`config.mk`:
```
export PLATFORM = sky130hd
export DESIGN_NAME = idma_chan_sched_flat
export DESIGN_NICKNAME = d
export VERILOG_FILES = /design/src/rtl/idma_sched_pkg.sv /design/src/rtl/idma_chan_sched_if.sv /design/src/rtl/idma_chan_sched_tag_fifo.sv /design/src/rtl/idma_chan_sched.sv /design/src/flat_wrapper.sv
export SDC_FILE = /design/constraint.sdc
export NUM_CORES = 1
export LEC_CHECK = 0
export ABC_AREA = 1
export CELL_PAD_IN_SITES_DETAIL_PLACEMENT = 2
export CELL_PAD_IN_SITES_GLOBAL_PLACEMENT = 2
export CORE_ASPECT_RATIO = 1.4
export CORE_UTILIZATION = 29
export CTS_CLUSTER_DIAMETER = 80
export DETAILED_ROUTE_END_ITERATION = 8
export PLACE_DENSITY_LB_ADDON = 0.1
export SYNTH_ARGS = -nofsm -noshare
export SYNTH_HDL_FRONTEND = slang
export SYNTH_SLANG_ARGS = --single-unit
```
`constraint.sdc`:
```
create_clock -name clk_i -period 2.3 [get_ports clk_i]
set_clock_uncertainty 0.2 [all_clocks]
set_input_delay 0.46 -clock clk_i [delete_from_list [all_inputs] [get_ports clk_i]]
set_output_delay 0.46 -clock clk_i [all_outputs]
set_load 0.01 [all_outputs]
```
`src/rtl/idma_sched_pkg.sv`:
```
// Shared types for the iDMA multi-channel scheduler: channel tag and issue-slot state.
package idma_sched_pkg;

    // Sized for the largest supported channel count so one tag type serves every instance.
    localparam int unsigned MaxChan = 16;

    typedef logic [$clog2(MaxChan)-1:0] chan_id_t;

    typedef enum logic {
        ISSUE_EMPTY,
        ISSUE_FULL
    } issue_state_e;

endpackage

```
`src/rtl/idma_chan_sched_if.sv`:
```
// Bundle of frontend-facing and backend-facing signals around the channel scheduler.
interface idma_chan_sched_if #(
    parameter int unsigned NumChan    = 4,
    parameter type         idma_req_t = logic
);
    logic [NumChan-1:0] chan_en;
    idma_req_t          chan_req [NumChan];
    logic [NumChan-1:0] chan_valid;
    logic [NumChan-1:0] chan_ready;
    idma_req_t          be_req;
    logic               be_valid;
    logic               be_ready;
    logic               be_done;
    logic [NumChan-1:0] chan_done;
    logic [NumChan-1:0] chan_busy;
    logic [NumChan-1:0] irq;
    logic [NumChan-1:0] irq_clr;
    logic               err;

    // master: frontends plus backend; slave: the scheduler itself.
    modport master (
        output chan_en, chan_req, chan_valid, be_ready, be_done, irq_clr,
        input  chan_ready, be_req, be_valid, chan_done, chan_busy, irq, err
    );

    modport slave (
        input  chan_en, chan_req, chan_valid, be_ready, be_done, irq_clr,
        output chan_ready, be_req, be_valid, chan_done, chan_busy, irq, err
    );
endinterface

```
`src/rtl/idma_chan_sched_tag_fifo.sv`:
```
// In-order FIFO of issuing-channel tags; pop is applied before push so a full FIFO can swap an entry.
module idma_chan_sched_tag_fifo
    import idma_sched_pkg::*;
#(
    parameter int unsigned Depth = 4
) (
    input  logic     clk_i,
    input  logic     rst_i,
    input  logic     push,
    input  chan_id_t data_in,
    input  logic     pop,
    output chan_id_t data_out,
    output logic     empty,
    output logic     full
);
    localparam int unsigned AddrWidth = $clog2(Depth);
    localparam logic [AddrWidth:0] FullCount = Depth[AddrWidth:0];

    chan_id_t             mem [Depth];
    logic [AddrWidth-1:0] rd_ptr_q, wr_ptr_q;
    logic [AddrWidth:0]   usage_q;
    logic                 do_push, do_pop;

    assign empty    = (usage_q == '0);
    assign full     = (usage_q == FullCount);
    assign do_pop   = pop && !empty;
    assign do_push  = push && (!full || do_pop);
    assign data_out = mem[rd_ptr_q];

    // NOTE: storage has no reset; usage_q alone decides which entries are meaningful.
    always_ff @(posedge clk_i) begin
        if (do_push) mem[wr_ptr_q] <= data_in;
    end

    // NOTE: clocked state uses <= so every flop samples pre-edge values regardless of statement order.
    always_ff @(posedge clk_i or posedge rst_i) begin
        if (rst_i) begin
            rd_ptr_q <= '0;
            wr_ptr_q <= '0;
            usage_q  <= '0;
        end else begin
            if (do_push) wr_ptr_q <= wr_ptr_q + 1'b1;
            if (do_pop)  rd_ptr_q <= rd_ptr_q + 1'b1;
            if (do_push && !do_pop)      usage_q <= usage_q + 1'b1;
            else if (do_pop && !do_push) usage_q <= usage_q - 1'b1;
        end
    end

endmodule

```
`src/rtl/idma_chan_sched.sv`:
```
// Round-robin scheduler sharing one iDMA backend between NumChan frontends, with
// a registered issue slot, outstanding-transfer credit and per-channel completion routing.
module idma_chan_sched
    import idma_sched_pkg::*;
#(
    parameter int unsigned NumChan        = 4,
    parameter int unsigned MaxOutstanding = 4,
    parameter type         idma_req_t     = logic
) (
    input logic              clk_i,
    input logic              rst_i,
    idma_chan_sched_if.slave bus
);
    localparam int unsigned CntWidth = $clog2(MaxOutstanding + 1);

    issue_state_e        state_q;
    idma_req_t           be_req_q, gnt_req;
    chan_id_t            rr_ptr_q, gnt_idx, pop_tag;
    logic [NumChan-1:0]  cand, ready, done_set, done_q, irq_q, busy_q;
    logic                gnt_found, can_load, grant, pop, err_q;
    logic                fifo_full, fifo_empty;
    logic [CntWidth-1:0] cnt_q [NumChan];
    logic [CntWidth-1:0] cnt_d [NumChan];

    assign cand     = bus.chan_valid & bus.chan_en;
    assign can_load = (state_q == ISSUE_EMPTY) || bus.be_ready;
    assign pop      = bus.be_done && !fifo_empty;
    // A same-cycle completion frees a credit, so a full FIFO can still accept a grant.
    assign grant    = gnt_found && can_load && (!fifo_full || bus.be_done) && !rst_i;

    // NOTE: combinational blocks use = and assign every output a default first, so no latch is inferred.
    always_comb begin
        gnt_found = 1'b0;
        gnt_idx   = '0;
        for (int k = 0; k < NumChan; k++) begin
            if (!gnt_found && cand[k] && (chan_id_t'(k) >= rr_ptr_q)) begin
                gnt_found = 1'b1;
                gnt_idx   = chan_id_t'(k);
            end
        end
        for (int k = 0; k < NumChan; k++) begin
            if (!gnt_found && cand[k]) begin
                gnt_found = 1'b1;
                gnt_idx   = chan_id_t'(k);
            end
        end
    end

    always_comb begin
        gnt_req = bus.chan_req[0];
        for (int k = 0; k < NumChan; k++) begin
            ready[k]    = grant && (gnt_idx == chan_id_t'(k));
            done_set[k] = pop && (pop_tag == chan_id_t'(k));
            if (gnt_idx == chan_id_t'(k)) gnt_req = bus.chan_req[k];
            cnt_d[k] = cnt_q[k];
            if (ready[k])    cnt_d[k] = cnt_d[k] + CntWidth'(1);
            if (done_set[k]) cnt_d[k] = cnt_d[k] - CntWidth'(1);
        end
    end

    // Issue slot: once FULL, the request is held unchanged until the backend takes it.
    always_ff @(posedge clk_i or posedge rst_i) begin
        if (rst_i) begin
            state_q  <= ISSUE_EMPTY;
            be_req_q <= '0;
        end else if (grant) begin
            state_q  <= ISSUE_FULL;
            be_req_q <= gnt_req;
        end else if ((state_q == ISSUE_FULL) && bus.be_ready) begin
            state_q  <= ISSUE_EMPTY;
        end
    end

    always_ff @(posedge clk_i or posedge rst_i) begin
        if (rst_i) begin
            rr_ptr_q <= '0;
            done_q   <= '0;
            irq_q    <= '0;
            busy_q   <= '0;
            err_q    <= 1'b0;
            for (int k = 0; k < NumChan; k++) cnt_q[k] <= '0;
        end else begin
            if (grant) begin
                rr_ptr_q <= (gnt_idx == chan_id_t'(NumChan - 1)) ? '0 : gnt_idx + chan_id_t'(1);
            end
            done_q <= done_set;
            irq_q  <= (irq_q & ~bus.irq_clr) | done_set;
            if (bus.be_done && fifo_empty) err_q <= 1'b1;
            for (int k = 0; k < NumChan; k++) begin
                cnt_q[k]  <= cnt_d[k];
                busy_q[k] <= (cnt_d[k] != '0);
            end
        end
    end

    idma_chan_sched_tag_fifo #(
        .Depth (MaxOutstanding)
    ) i_tag_fifo (
        .clk_i    (clk_i),
        .rst_i    (rst_i),
        .push     (grant),
        .data_in  (gnt_idx),
        .pop      (bus.be_done),
        .data_out (pop_tag),
        .empty    (fifo_empty),
        .full     (fifo_full)
    );

    assign bus.chan_ready = ready;
    assign bus.be_req     = be_req_q;
    assign bus.be_valid   = (state_q == ISSUE_FULL);
    assign bus.chan_done  = done_q;
    assign bus.chan_busy  = busy_q;
    assign bus.irq        = irq_q;
    assign bus.err        = err_q;

endmodule
```
`src/flat_wrapper.sv`:
```
// flat-port wrapper written by rule: the top's interface ports become plain ports
module idma_chan_sched_flat import idma_sched_pkg::*;
#(
    parameter int unsigned NumChan        = 4,
    parameter int unsigned MaxOutstanding = 4,
    parameter type         idma_req_t     = logic
)
  (clk_i, rst_i, bus_chan_en, bus_chan_req, bus_chan_valid, bus_be_ready, bus_be_done, bus_irq_clr, bus_chan_ready, bus_be_req, bus_be_valid, bus_chan_done, bus_chan_busy, bus_irq, bus_err);
  idma_chan_sched_if #(.NumChan(NumChan), .idma_req_t(idma_req_t)) bus_i ();
  input logic clk_i;
  input logic rst_i;
  input wire logic [$bits(bus_i.chan_en)-1:0] bus_chan_en;
  input wire logic [$bits(bus_i.chan_req)-1:0] bus_chan_req;
  input wire logic [$bits(bus_i.chan_valid)-1:0] bus_chan_valid;
  input wire logic [$bits(bus_i.be_ready)-1:0] bus_be_ready;
  input wire logic [$bits(bus_i.be_done)-1:0] bus_be_done;
  input wire logic [$bits(bus_i.irq_clr)-1:0] bus_irq_clr;
  output wire logic [$bits(bus_i.chan_ready)-1:0] bus_chan_ready;
  output wire logic [$bits(bus_i.be_req)-1:0] bus_be_req;
  output wire logic [$bits(bus_i.be_valid)-1:0] bus_be_valid;
  output wire logic [$bits(bus_i.chan_done)-1:0] bus_chan_done;
  output wire logic [$bits(bus_i.chan_busy)-1:0] bus_chan_busy;
  output wire logic [$bits(bus_i.irq)-1:0] bus_irq;
  output wire logic [$bits(bus_i.err)-1:0] bus_err;
  assign bus_i.chan_en = bus_chan_en;
  assign bus_i.chan_req = {>>{bus_chan_req}};
  assign bus_i.chan_valid = bus_chan_valid;
  assign bus_i.be_ready = bus_be_ready;
  assign bus_i.be_done = bus_be_done;
  assign bus_i.irq_clr = bus_irq_clr;
  assign bus_chan_ready = bus_i.chan_ready;
  assign bus_be_req = bus_i.be_req;
  assign bus_be_valid = bus_i.be_valid;
  assign bus_chan_done = bus_i.chan_done;
  assign bus_chan_busy = bus_i.chan_busy;
  assign bus_irq = bus_i.irq;
  assign bus_err = bus_i.err;
  idma_chan_sched #(.NumChan(NumChan), .MaxOutstanding(MaxOutstanding), .idma_req_t(idma_req_t)) u_core (.clk_i(clk_i), .rst_i(rst_i), .bus(bus_i));
endmodule
```
==> results.json <==
{
  "dr.pass1.iters": 6,
  "overflow": 0,
  "avgSynthCellArea_sq_um": 8.61,
  "timing.final.ws_setup_ns": -0.477,
  "post-route-min-period_ns": 2.78,
  "vias_per_cell": 4.70,
  "ys.flop_type": "dfrtp_1",
  "synth_area_leaders": "dfrtp_1, nand2_1, edfxtp_1",
  "setup.worst_path.end_class": "flip-flop",
  "ys_warn_count": 0,
  "ys_seq_area_share_pct": 45.1,
  "fmax_ghz": 0.360,
  "syn_area_sq_mm": 0.00253,
  "design.core.area_sq_mm": 0.00851,
  "synth_top_area_share_pct": 35.6,
  "htree_levels": 2,
  "grt_start_max_net_pins": 37,
  "clk-insertion-delay-late_ns": 0.29,
  "ant_nets": 0,
  "cts_buffers": 5,
  "dp_hpwl_microns": 5490,
  "crit_buf_inv": 3,
  "start_util_pct": 29.8,
  "power.density_mw_per_mm2": 1230,
  "die_height_microns": 113,
  "rsz0062_at_grt": "yes",
  "path_delay_family": "simple AND/OR/NAND/NOR gates",
  "syn-num-nets": 332,
  "synthArstFlopShare_pct": 81.8,
  "combPwrFrac_pct": 59.6,
  "grt_use_total_pct": 19.1,
  "holdCritPathClass": "reg2reg",
  "cpMaxStageDelayCell": "dfrtp_2",
  "design_area_sq_mm": 0.00417,
  "post-route-period-util_pct": 121,
  "top_layer_used": "met4",
  "post_dp_cell_area_sq_mm": 0.00349,
  "port_buffers": 38,
  "peakVddDrop_mv": 0.441,
  "rows": 40,
  "clkPwrFrac_pct": 14.3,
  "wl_met3_microns": 241,
  "fin_nets": 458,
  "areaGrowthSynthToFinish_pct": 64.6,
  "gp_congestion": 0.801,
  "crit_type": "reg2reg",
  "antenna_found_initial": 0,
  "met2_length_microns": 5710,
  "p_sw_share_pct": 42.3,
  "cp_slowest_stage_delay_ns": 0.42,
  "yosys.area.top_type": "dfrtp_1",
  "critPathLaunchType": "flip-flop",
  "hold_viol": 0,
  "drt_iter0_drc": 68,
  "grt_pass1_wl_microns": 13100,
  "hold_buffers": 0,
  "cts.clk_slew.worst_paths_ns": 0.06,
  "die-area_sq_mm": 0.00912,
  "ys_ff_latch": 44,
  "cts_tree": "yes",
  "crit_chain": "nand2_2 > nand2_2 > nand2_2 > nor2_4 > nand4_1 > nand2_4 > inv_4 > ha_4 > buf_6 > nand4_1 > and2_1 > ha_2 > nand2_2 > nand2_2 > nand2_2 > inv_2 > nand2_2 > nand2_2 > nand3_2",
  "vias": 2474,
  "drive_gt1_share_pct": 48.2,
  "setup_viol": 19,
  "routedWlPerCell_microns": 17.9,
  "violations": "design-rule violations, negative setup slack",
  "wl_met1_microns": 3320,
  "utilization_pct": 49.0,
  "grt_pass1_vias": 2712,
  "leakage_nw": 2.01,
  "crit_required_ns": 2.28,
  "drt-total-wl_microns": 9420,
  "synth_edf_count": 8,
  "synth_cell_types": 30,
  "critical_path_arrival_ns": 2.75,
  "p_sw_mw": 2.18,
  "crit_top_cell": "nand2_2",
  "seq_power_share_pct": 26.1,
  "cts_sinks": 44,
  "critPathMaxFanout": 4,
  "cts_max_path_buffers": 2,
  "syn_inst": 294,
  "final_max_slew_viol_count": 0,
  "die_w_microns": 81.0,
  "layout_common_cells": "buf_4, nand2_1, nand2_2",
  "max_slew_margin_pct": 65.9,
  "antenna_cells": 0,
  "layout_commonest_cell": "buf_4",
  "drv_cap": 0,
  "worst_pin_slew_ns": 0.512,
  "internal-power_mw": 2.97,
  "num_io_pins": 39,
  "total_power_mw": 5.14,
  "cts-root-buf": "clkbuf_16",
  "status": "finished, violations left",
  "drc": 1
}
-- routing by layer --
layer  vias up  GRT usage (%)
met2        39           37.3
met1      1242           19.2
met3        11           3.66
met5         -              0
li1       1182              -
met4         0           6.67
-- worst reg2reg max path, delay by kind of cell (launching register included) --
family	cells	cell delay (ns)
and+or+nand+nor	14	1.42
buffers and inverters	3	0.25
adders and majority gates	2	0.38
DFF	1	0.42
-- cells in the mapped netlist (2+ instances only) --
master,count
nand3_1,24
nor2_4,3
nand3_2,4
buf_6,2
inv_2,2
nand2_4,2
nand3b_1,4
nand4_1,10
nand2_1,78
nor2_1,15
edfxtp_1,8
o21ai_0,8
ha_1,17
and2_1,4
inv_1,52
nand4_2,2
nand2_2,8
xor2_1,3
nor2_8,2
dfrtp_1,36
-- what timing repair did --
action | 4_1_cts | 5_1_grt
endpoints found under the setup margin | 25 | 31
pin swaps | 28 | 40
cloned | 0 | 0
gates resized for setup | 67 | 59
setup buffers | 19 | 12
-- layout make-up --
type	instances	area [sq um]
Clock buffer	8	146
Inverter	55	223
Fill cell	924	4340
Multi-Input combinational cell	192	1460
Tap cell	105	131
Timing Repair Buffer	122	1060
Sequential cell	44	1140
-- final timing paths --
check	start	cells after the start	slack (ns)	end
setup / recovery	u_core.rr_ptr_q[1]	19	-0.48	u_core.bus.chan_busy[0]
hold / removal	u_core.bus.err	1	0.27	u_core.bus.err
min in group asynchronous	rst_i	3	0.49	u_core.bus.chan_busy[0]
hold reg to reg	u_core.bus.err	1	0.27	u_core.bus.err
max in group asynchronous	rst_i	3	1.03	u_core.rr_ptr_q[1]
setup reg to reg	u_core.rr_ptr_q[1]	19	-0.48	u_core.bus.chan_busy[0]
-- power groups by stage --
stage                     logic, mW  registers [mW]  clock network [mW]
after floorplan                1.36            1.34                   0
after global placement         2.28            1.32                   0
after detailed placement       2.39            1.33                   0
after CTS                      2.63            1.32               0.758
after global routing           3.35            1.38               0.781
final                          3.06            1.34               0.738
-- flip-flops by register name, summed over array words and instances, names as in the netlist --
signal and count:
u_core.bus.be_req 1, u_core.bus.be_valid 1, u_core.bus.chan_busy 4, u_core.bus.chan_done 4
u_core.bus.err 1, u_core.bus.irq 4, u_core.cnt_q 12, u_core.i_tag_fifo.mem 8
u_core.i_tag_fifo.rd_ptr_q 2, u_core.i_tag_fifo.usage_q 3, u_core.i_tag_fifo.wr_ptr_q 2, u_core.rr_ptr_q 2
-- kinds of logic (layout without fill, tap and decap cells) --
group,after synthesis,after routing,synth area share [%]
mux,1,1,0.445
xor+xnor,4,4,1.38
compound gates,12,12,2.82
flops,44,44,45.1
buf+inv,58,185,9.34
simple gates,157,157,31.8
fa+ha+maj,18,18,9.19
-- metrics by stage --
stage | worst slack (ns) | instances | hold slack (ns) | TNS [ns]
floorplan | -0.399 | 294 | 0.218 | -2.47
global route | -0.613 | 526 | 0.306 | -9.19
finish | -0.477 | 526 | 0.269 | -6.41
global placement | -0.822 | 487 | 0.260 | -15.05
detailed placement | -0.968 | 487 | 0.258 | -20.63
CTS | -0.378 | 514 | 0.273 | -5.25
Power figures use the tool's default switching activity.
